### config.mk
export PLATFORM = sky130hd
export DESIGN_NAME = mult32x32_arbiter
export DESIGN_NICKNAME = d
export VERILOG_FILES = /design/src/rtl/mult32x32_arbiter.sv
export SDC_FILE = /design/constraint.sdc
export NUM_CORES = 1
export LEC_CHECK = 0
export BUFFER_PORTS_ARGS = -buffer_cell sky130_fd_sc_hd__buf_4
export CAP_MARGIN = 20
export CORE_MARGIN = 8
export CORE_UTILIZATION = 45
export CTS_CLUSTER_DIAMETER = 80
export DETAILED_ROUTE_END_ITERATION = 8
export PLACE_DENSITY = 0.83
export RECOVER_POWER = 25
export REMOVE_ABC_BUFFERS = 1
export SLEW_MARGIN = 0
export SYNTH_ARGS = -nofsm -noshare
export SYNTH_HDL_FRONTEND = slang
export SYNTH_SLANG_ARGS = --single-unit
### constraint.sdc
create_clock -name clk -period 5.1 [get_ports clk]
set_input_delay 0.255 -clock clk [delete_from_list [all_inputs] [get_ports clk]]
set_output_delay 0.255 -clock clk [all_outputs]
set_load 0.05 [all_outputs]
### src/rtl/mult32x32_arbiter.sv
// Two-port arbiter in front of a shared start/busy multiplier; returns the product tagged with owner.
// Define MULT32X32_ARB_RR_EN for round-robin arbitration, otherwise port 0 has fixed priority.
module mult32x32_arbiter #(
    parameter int unsigned OP_W    = 32,
    parameter int unsigned TIMEOUT = 4
) (
    input  logic              clk,
    input  logic              reset,
    input  logic              req0_valid,
    input  logic [OP_W-1:0]   req0_a,
    input  logic [OP_W-1:0]   req0_b,
    output logic              req0_ready,
    input  logic              req1_valid,
    input  logic [OP_W-1:0]   req1_a,
    input  logic [OP_W-1:0]   req1_b,
    output logic              req1_ready,
    output logic              mult_start,
    output logic [OP_W-1:0]   mult_a,
    output logic [OP_W-1:0]   mult_b,
    input  logic              mult_busy,
    input  logic [2*OP_W-1:0] mult_product,
    output logic              rsp_valid,
    output logic              rsp_id,
    output logic [2*OP_W-1:0] rsp_product,
    output logic              rsp_err
);

    typedef enum logic [2:0] {StIdle, StStart, StWaitBusy, StRun, StDone} state_e;

    localparam logic [3:0] WaitLast = 4'(TIMEOUT - 1);

    state_e     state;
    logic [3:0] wait_cnt;
    logic       owner;
    logic       grant0;
    logic       grant1;

`ifdef MULT32X32_ARB_RR_EN
    logic prio;

    // prio names the port that wins a tie
    always_comb begin
        grant0 = req0_valid && (!req1_valid || !prio);
        grant1 = req1_valid && (!req0_valid || prio);
    end
`else
    always_comb begin
        grant0 = req0_valid;
        grant1 = req1_valid && !req0_valid;
    end
`endif

    assign req0_ready = (state == StIdle) && grant0;
    assign req1_ready = (state == StIdle) && grant1;

    always_ff @(posedge clk or posedge reset) begin
        if (reset) begin
            state       <= StIdle;
            wait_cnt    <= '0;
            owner       <= 1'b0;
            mult_start  <= 1'b0;
            mult_a      <= '0;
            mult_b      <= '0;
            rsp_valid   <= 1'b0;
            rsp_id      <= 1'b0;
            rsp_product <= '0;
            rsp_err     <= 1'b0;
`ifdef MULT32X32_ARB_RR_EN
            prio        <= 1'b0;
`endif
        end else begin
            mult_start <= 1'b0;
            rsp_valid  <= 1'b0;
            case (state)
                StIdle: begin
                    if (grant0 || grant1) begin
                        mult_a <= grant1 ? req1_a : req0_a;
                        mult_b <= grant1 ? req1_b : req0_b;
                        owner  <= grant1;
                        state  <= StStart;
                    end
                end
                StStart: begin
                    mult_start <= 1'b1;
                    wait_cnt   <= '0;
                    state      <= StWaitBusy;
                end
                StWaitBusy: begin
                    if (mult_busy) begin
                        state <= StRun;
                    end else if (wait_cnt == WaitLast) begin
                        rsp_err     <= 1'b1;
                        rsp_product <= '0;
                        state       <= StDone;
                    end else begin
                        wait_cnt <= wait_cnt + 4'd1;
                    end
                end
                StRun: begin
                    if (!mult_busy) begin
                        rsp_product <= mult_product;
                        rsp_err     <= 1'b0;
                        state       <= StDone;
                    end
                end
                StDone: begin
                    rsp_valid <= 1'b1;
                    rsp_id    <= owner;
`ifdef MULT32X32_ARB_RR_EN
                    prio      <= !owner;
`endif
                    state     <= StIdle;
                end
                default: state <= StIdle;
            endcase
        end
    end

endmodule
Word-level counts from Yosys, hierarchy flattened
Cells that the tools add are included.
{ "word_totals": {"reg_bits": 140, "latchBits": 0, "ramBits": 0, "romBits": 0, "in_bits": 197, "mem_count": 0} }
{ "op_classes": {"n_addsub": 1, "mul": 0, "div_mod_pow": 0, "n_lt_le_gt_ge": 0, "n_eq_ne": 11, "shift": 0, "mux": 20, "n_bitwise": 0, "reduce_logical": 12} }
{ "ops": {"columns": ["operator", "count"], "rows": [
  ["$mux W64", 3],
  ["$pmux W64 S2", 1],
  ["$mux W32", 2],
  ["$mux W3", 4],
  ["$pmux W3 S4", 1],
  ["$mux W4", 2],
  ["$ne A2 B2 Y1 const B", 4],
  ["$pmux W4 S2", 1],
  ["$eq A3 B2 Y1 const B", 2],
  ["$reduce_and A3 Y1", 2],
  ["$mux W1", 5],
  ["$add A4 B1 Y4 const B", 1],
  ["$eq A4 B2 Y1 const B", 1],
  ["$reduce_and A4 Y1", 1],
  ["$reduce_bool A2 Y1", 2],
  ["$eq A3 B1 Y1 const B", 1],
  ["$eq A3 B3 Y1 const B", 1],
  ["$logic_and A1 B1 Y1", 3],
  ["$logic_not A3 Y1", 1],
  ["$ne A3 B3 Y1 const B", 1],
  ["$ne A2 B1 Y1 const B", 1],
  ["$pmux W1 S2", 1],
  ["$reduce_and A2 Y1", 1],
  ["$logic_not A1 Y1", 1],
  ["$logic_or A1 B1 Y1", 1]
]} }

Longest topological paths before layout
Gate-level depths: netlist of the first run.
{ "depth": {"depth_word": 5, "mapped_depth": 6, "mapped_depth_nobuf": 4} }

Worst setup path before layout of the first run
OpenSTA, ideal clock, no wires.
{ "synth_path": {"path_kind": "input to output", "start": "in req0_valid", "end": "out req1_ready", "arrival_ps": 2182, "setup_slack_ps": 2663, "path_stages": 4, "path_cell_list": "nand2b_1 > buf_2 > buf_6 > nor4_1"} }
{ "synth_via": {"elab_chain_cells": 3} }
{ "synth_lines": {"columns": ["element", "line_no", "text"], "rows": [
  ["from (decl)", "9", "input logic req0_valid,"],
  ["$logic_not A1 Y1", "49", "grant1 = req1_valid && !req0_valid;"],
  ["$logic_and A1 B1 Y1", "49", null],
  ["$logic_and A1 B1 Y1", "54", "assign req1_ready = (state == StIdle) && grant1;"],
  ["to (decl)", "16", "output logic req1_ready,"]
]} }
Every way passes these cells.

Worst setup path after layout of the first run
{ "layout_path": {"start": "reg state[0]", "end": "reg mult_b[3]"} }
{ "layout_via": {"elab_chain_cells": 2} }
{ "layout_lines": {"columns": ["element", "line_no", "text"], "rows": [
  ["from (decl)", "32", "state_e state;"],
  ["from (signal assigned)", "58", "state <= StIdle;"],
  ["from (signal assigned)", "80", "state <= StStart;"],
  ["from (signal assigned)", "86", "state <= StWaitBusy;"],
  ["$logic_not A3 Y1", "74", "case (state)"],
  ["$reduce_and A2 Y1 (no source line)", null, null],
  ["to (signal assigned)", "78", "mult_b <= grant1 ? req1_b : req0_b;"],
  ["to (decl)", "19", "output logic [OP_W-1:0] mult_b,"]
]} }
Every way passes these cells.
A chain may end at the register's enable or synchronous reset.

==> impl_results.md, run 1 <==
* Arrival @ worst endpoint at 2.37 ns
* Vias in the first global route at 5,255
* Critical path fanouts, max at 16
* Starting Density at 45.8%
* Die area at 17,300 um^2
* Initial antenna violation count at 0
* Number of synthesized register bits at 140
* DR pass1 iterations at 4
* Gr usage total at 22.4%
* Share of cells above drive strength 1 at 65.0%
* Share of the yosys chip area belonging to registers at 58.3%
* Gr ovfl total at 0
* Crit Path Category: flip-flop to flip-flop
* Dominant cells by area after synthesis: dfrtp_1 58%, mux2_2 24%, a22o_1 9.3%
* Clock Root Buffer: clkbuf_16
* Crit-path slowest cell: dfrtp_1
* Clock Skew at 0.00540 ns
* Main synth FF type: dfrtp_1
* Worst Path Required at 5.40 ns
* Worst setup EP type: flip-flop
* Yosys cell types at 34
* Top Family by Delay on Critical Path: flip-flops
* CTS clock-pin slew for the worst setup and hold paths at 0.06 ns
* Number of flops mapped to enable cells by yosys at 0
* Final hold violations at 0
* Synth area leader: dfrtp_1
* Post-Place Cells at 884
* Pre-CTS setup slack at 2.34 ns
* Final min period at 2.07 ns
* Vias at 4,720
* Outcome: completed
* Clock latency reported for the late side of the worst-skew pair at 0.42 ns
* Hold_ws at 0.0472 ns
* Final Total Pwr at 0.00704 W
* Min-delay worst type: input pin to flip-flop
* Post-Syn Instances at 405
* ANT cells at 0
* RSZ-0062 raised after global routing: false
* First-pass GRT wire length at 30,100 um
* Row count at 42
* Max-Cap Viols at 0
* Tcrit/Tclk final at 40.5%
* Number of cells on the critical path at 4
* Worst Tran Pin Value at 0.847 ns
* Worst VDD drop at 582 uV
* Clock sink total at 140
* Die Wd at 132 um
* Worst path cell trace: nor3_1 > o21a_2 > buf_4 > mux2_2
* Post-Layout Cell Count at 918
* Total Wirelength at 19,500 um
* Pwr dens at 772 nW/um^2
* H-tree depth at 4
* Yosys Warn Count at 0
* Netlist Area Pre-Place at 6010 um^2
* Hold Crit Depth at 2
* Buf/Inv on CP at 1
* CTS tree: yes
* Static leakage at 4.49 nW
* Largest net degree at the start of global routing at 81
* Routed len/inst at 21.2 um
* Final setup violation count at 0
* Most instantiated library cell after synthesis: dfrtp_1
* Setup TNS at 0 ns
* CP startpoint kind: flip-flop
* Async set or reset register ratio after synthesis at 100%
* P&R area growth vs syn at 51.6%
* Drc violations at 0
* Routability Congestion at 0.877
* DR iter-0 viols at 238
* Yosys top cell area share at 58.3%
* Setup WS post-layout at 3.03 ns
* Final nets at 928
* Largest stage delay on the critical path at 0.52 ns
* Avg Vias per Cell at 5.14
* Die H at 132 um
* Setup Buffers After CTS at 0
* Syn Area/Cell at 14.8 um^2
* Fin. max-slew vios at 0
* Slew margin rel. at 43.5%
* Placeable Area at 13,100 um^2
* Post-DP HPWL at 14,900 um
* Synth top cells by count: 140 x dfrtp_1, 130 x mux2_2, 64 x a22o_1, 12 x buf_6, 9 x buf_2
* Fmax at 484 MHz
* Maximum clock path buffer count at 2
* ANT nets after route at 0
* I/O pins at 331
* # port buffers at 330
* Total CTS buffers at 17
* FF-to-FF path depth at 4
-- cell usage in the layout, fill, tap and decap left out, drive strengths merged, types with 3 or more instances in the layout --
cell / n
buf: 313
a21oi: 3
inv: 5
clkinv: 5
bufinv: 4
o21ai: 3
nor3b: 3
and2: 3
mux2: 130
clkbuf: 42
dfrtp: 140
clkinvlp: 3
a22o: 64
-- logic make-up (layout without fill, tap and decap cells) --
| logic type | Yosys count | after routing | synth area share (%) |
|---|---|---|---|
| AND/OR/NAND/NOR | 21 | 21 | 2.29 |
| AO/OA/AOI/OAI | 75 | 75 | 10.5 |
| XOR/XNOR | 1 | 1 | 0.146 |
| flip-flops | 140 | 140 | 58.3 |
| buffers and inverters | 36 | 373 | 4.06 |
| multiplexers | 131 | 131 | 24.5 |
| adder cells (fa/ha/maj) | 1 | 1 | 0.208 |
-- where the power goes --
group	total [W]	internal [W]	switching (W)	leakage, nW
clock	0.00128	0.000824	0.000454	0.295
sequential	0.00199	0.00165	0.000341	1.71
combinational	0.00377	0.00125	0.00252	2.48
total	0.00704	0.00372	0.00331	4.49
-- sequential cells by signal (all words and copies together) (netlist names) --
| name | cells |
|---|---|
| rsp_err | 1 |
| owner | 1 |
| state | 3 |
| mult_b | 32 |
| rsp_id | 1 |
| mult_a | 32 |
| wait_cnt | 4 |
| rsp_valid | 1 |
| rsp_product | 64 |
| mult_start | 1 |
-- layout make-up --
type                            count  area (um^2)
Clock buffer                       19          443
Clock inverter                     12          171
Fill cell                         964         4020
Inverter                            5         23.8
Multi-Input combinational cell    229         2280
Sequential cell                   140         3500
Tap cell                          176          220
Timing Repair Buffer              337         2470
-- final timing paths --
kind | start | end | slack [ns]
worst min-delay path | mult_product[29] | rsp_product[29] | 0.05
worst min register to register | owner | owner | 0.49
min in group asynchronous | reset | rsp_product[40] | 0.51
max in group asynchronous | reset | rsp_product[43] | 3.32
worst max-delay path | state[0] | mult_b[3] | 3.03
worst max register to register | state[0] | mult_b[3] | 3.03
-- worst register-to-register path: stages (launching register included) --
cell and delay (ns):
dfrtp_1 0.52, nor3_1 0.37, o21a_2 0.37, buf_4 0.30, mux2_2 0.37
-- what timing repair did --
item	in CTS	in global routing
gates resized for setup	0	0
setup endpoints to repair	0	0
hold endpoints to repair	64	0
hold buffers	1	0
-- per-layer routing --
metal	global-route usage, %	up-vias	part of all wire, %
li1	-	2149	-
met1	24.7	2266	38
met2	36.8	261	49
met3	9.11	44	9.3
met4	11.3	0	3.4
met5	0	-	0
-- metrics by stage --
step                      utilization, %  area [um^2]
final                               69.4         9110
after global routing                69.4         9110
after CTS                           69.7         9160
after detailed placement            65.0         8540
after global placement              65.0         8540
after floorplan                        -         5790
Note: power is estimated with default switching activity, not from simulation.
==> run 2, diff against run 1 <==
--- a/config.mk
+++ b/config.mk
@@ -5,13 +5,14 @@
 export SDC_FILE = /design/constraint.sdc
 export NUM_CORES = 1
 export LEC_CHECK = 0
+export ABC_AREA = 1
 export BUFFER_PORTS_ARGS = -buffer_cell sky130_fd_sc_hd__buf_4
 export CAP_MARGIN = 20
 export CORE_MARGIN = 8
-export CORE_UTILIZATION = 45
+export CORE_UTILIZATION = 41
 export CTS_CLUSTER_DIAMETER = 80
 export DETAILED_ROUTE_END_ITERATION = 8
-export PLACE_DENSITY = 0.83
+export PLACE_DENSITY = 0.79
 export RECOVER_POWER = 25
 export REMOVE_ABC_BUFFERS = 1
 export SLEW_MARGIN = 0
==> constraint.sdc (replaced) <==
create_clock -name clk -period 1.7 [get_ports clk]
set_input_delay 0.085 -clock clk [delete_from_list [all_inputs] [get_ports clk]]
set_output_delay 0.085 -clock clk [all_outputs]
set_load 0.05 [all_outputs]
==> run 2 against run 1 <==
- cell count is 68% higher
- synthesized cell count is 100% higher
- non-clock buffer count is 198 higher
- utilization is 7.2 points higher
- clock power grew to 3.4 times the previous value
- setup slack worse by 2.9 ns
- die area is 12% higher
- synthesized area is 4.0% higher
- sequential power grew to 2.9 times the previous value
- combinational power grew to 3.2 times the previous value
- largest power group unchanged
- highest routed layer unchanged
==> impl_results.md, run 2 <==
* Pwr dens at 1920 nW/um^2
* Final hold violations at 0
* CP startpoint kind: flip-flop
* Netlist Area Pre-Place at 6250 um^2
* Comb power frac at 53.9%
* Post-DP HPWL at 15,700 um
* Most flops, register: rsp_product
* Hold_sp: req1_b[8]
* Final nets at 1,536
* ANT nets after route at 0
* Yosys cell types at 20
* Clock Skew at 0.00748 ns
* Yosys Warn Count at 0
* RSZ-0062 raised after global routing: false
* Main synth FF type: dfrtp_1
* DR pass1 iterations at 5
* Async set or reset register ratio after synthesis at 100%
* Worst r2r src: state[2]
* CTS clock-pin slew for the worst setup and hold paths at 0.06 ns
* Flop-to-flop setup slack at 0.12 ns
* H-tree depth at 4
* Internal at 0.0112 W
* Most instantiated library cell after synthesis: nand2_1
* Die area at 19,500 um^2
* Worst Hold Path EP: mult_b[8]
* Synth top cells by count: 595 x nand2_1, 140 x dfrtp_1, 25 x buf_2, 14 x inv_1, 10 x buf_6
* Worst Tran Pin Value at 1.05 ns
* Routed len/inst at 18.1 um
* Maximum clock path buffer count at 2
* Vias at 7,748
* RR Endpoint: rsp_product[61]
* Max-Cap Viols at 0
* Vias in the first global route at 8,067
* P&R area growth vs syn at 84.2%
* Worst VDD drop at 967 uV
* Total CTS buffers at 17
* Static leakage at 6.47 nW
* Critical path fanouts, max at 4
* Worst setup EP type: output port
* Min-delay worst type: input pin to flip-flop
* Largest regs: rsp_product: 64 flops, mult_a: 32 flops, mult_b: 32 flops
* Gr usage total at 28.3%
* Placeable Area at 15,000 um^2
* # port buffers at 330
* Initial antenna violation count at 2
* Slew margin rel. at 29.7%
* Switching power at 0.0110 W
* Crit-path slowest cell: dfrtp_1
* Worst Path Required at 1.62 ns
* Die H at 139 um
* Max reg flops at 64
* DR iter-0 viols at 554
* Post-layout util at 76.6%
* Largest stage delay on the critical path at 0.42 ns
* Clock power frac at 19.8%
* Power share of the sequential group at 26.3%
* Fin. max-slew vios at 0
* Syn Area/Cell at 7.59 um^2
* Die Wd at 139 um
* FF-to-FF path depth at 6
* Sw frac at 49.6%
* Tcrit/Tclk final at 94.2%
* Arrival @ worst endpoint at 1.52 ns
* Post-CTS sizing at 0
* Commonest non-fill, non-tap cells in the layout: 594 x nand2_1, 335 x buf_4, 189 x dlygate4sd3_1
* Clock Root Buffer: clkbuf_16
* Share of cells above drive strength 1 at 28.6%
* Drc violations at 0
* Fmax at 625 MHz
* Clock latency reported for the late side of the worst-skew pair at 0.41 ns
* Row count at 45
* Dominant cells by area after synthesis: dfrtp_1 56%, nand2_1 36%, buf_2 2.0%
* Share of the yosys chip area belonging to registers at 56.0%
* Yosys top cell area share at 56.0%
* Outcome: completed
* Clock sink total at 140
* Number of synthesized register bits at 140
* Most common cell after layout, fill and taps aside: nand2_1
* Hold_ws at 0.0216 ns
* Synth area leader: dfrtp_1
* Post-Syn Instances at 824
* Final setup violation count at 0
* Total Wirelength at 28,000 um
* Largest net degree at the start of global routing at 66
* Hold Crit Depth at 5
* Worst path cell trace: nor2_2 > nand2_1 > nor2_1 > buf_4
* Starting Density at 41.6%
* Number of flops mapped to enable cells by yosys at 0
* I/O pins at 331
* Avg Vias per Cell at 5.03
* First-pass GRT wire length at 43,600 um
* Crit Path Category: flip-flop to output port
* CTS tree: yes
* Routability Congestion at 0.834
* Gr ovfl total at 0
* Final min period at 1.60 ns
-- run 2: changes by cell type after synthesis, moves of 5 or more --
cell     delta
a22o_1     -64
buf_2      +16
inv_1       +9
mux2_2    -130
nand2_1   +593
nand3_1     +8
nor2_1      +5
-- run 2: critical path, delay by kind of cell, from the launching register on --
kind / cells / cell delay, ns
AND/OR/NAND/NOR: 3 / 0.46
flip-flops: 1 / 0.42
buffers and inverters: 1 / 0.22
-- run 2: cell type report --
type	instances	area [um^2]
clock buffer	18	439
sequential	140	3500
clock inverter	14	255
antenna	2	5.00
timing repair buffer	535	4580
tap	188	235
multi-input combinational	627	2430
inverter	17	67.6
fill	850	3520
-- run 2: kinds of logic (layout without fill, tap and decap cells) --
family	Yosys count	in the layout	synth area share, %
other	0	2	0
flip-flops	140	140	56.0
AND/OR/NAND/NOR	619	619	37.7
adder cells (fa/ha/maj)	1	1	0.200
AO/OA/AOI/OAI	7	7	0.701
buffers and inverters	57	584	5.36
-- run 2: worst max path at each step --
stage                     start               to  cells after the start
floorplan                 reset        mult_a[0]                      1
global placement    wait_cnt[0]          rsp_err                      6
detailed placement  wait_cnt[0]          rsp_err                      6
CTS                    state[0]       req1_ready                      4
global route           state[2]  rsp_product[58]                      6
finish                 state[0]       req1_ready                      4
-- run 2: power groups by stage --
stage / Sequential, W / Clock [W] / Combinational, W
2_1_floorplan: 0.0106 / 0 / 0.00234
3_3_place_gp: 0.00570 / 0 / 0.0110
3_5_place_dp: 0.00572 / 0 / 0.0112
4_1_cts: 0.00571 / 0.00443 / 0.0116
5_1_grt: 0.00594 / 0.00459 / 0.0125
6_report: 0.00582 / 0.00438 / 0.0119
-- run 2: stage by stage --
step	instances	setup TNS (ns)	power (W)	area (um^2)	setup slack, ns
floorplan	784	-445.18	0.0129	5980	-2.14
global placement	1316	0	0.0167	8940	0.296
detailed placement	1316	0	0.0169	8940	0.253
CTS	1537	0	0.0218	11500	0.0960
global route	1541	0	0.0231	11500	0.0253
finish	1541	0	0.0221	11500	0.0992
-- run 2: routing by layer --
layer	up-vias	global-route usage, %	wire, um
met5	-	0	0
met4	0	13.0	1010
met3	90	9.68	3180
met2	538	48.1	13800
met1	3614	31.4	9990
li1	3506	-	-
-- run 2: what timing repair did --
item,CTS,global route
buffers inserted,0,2
hold buffers,189,0
setup endpoints to repair,0,2
endpoints found under the hold margin,169,0
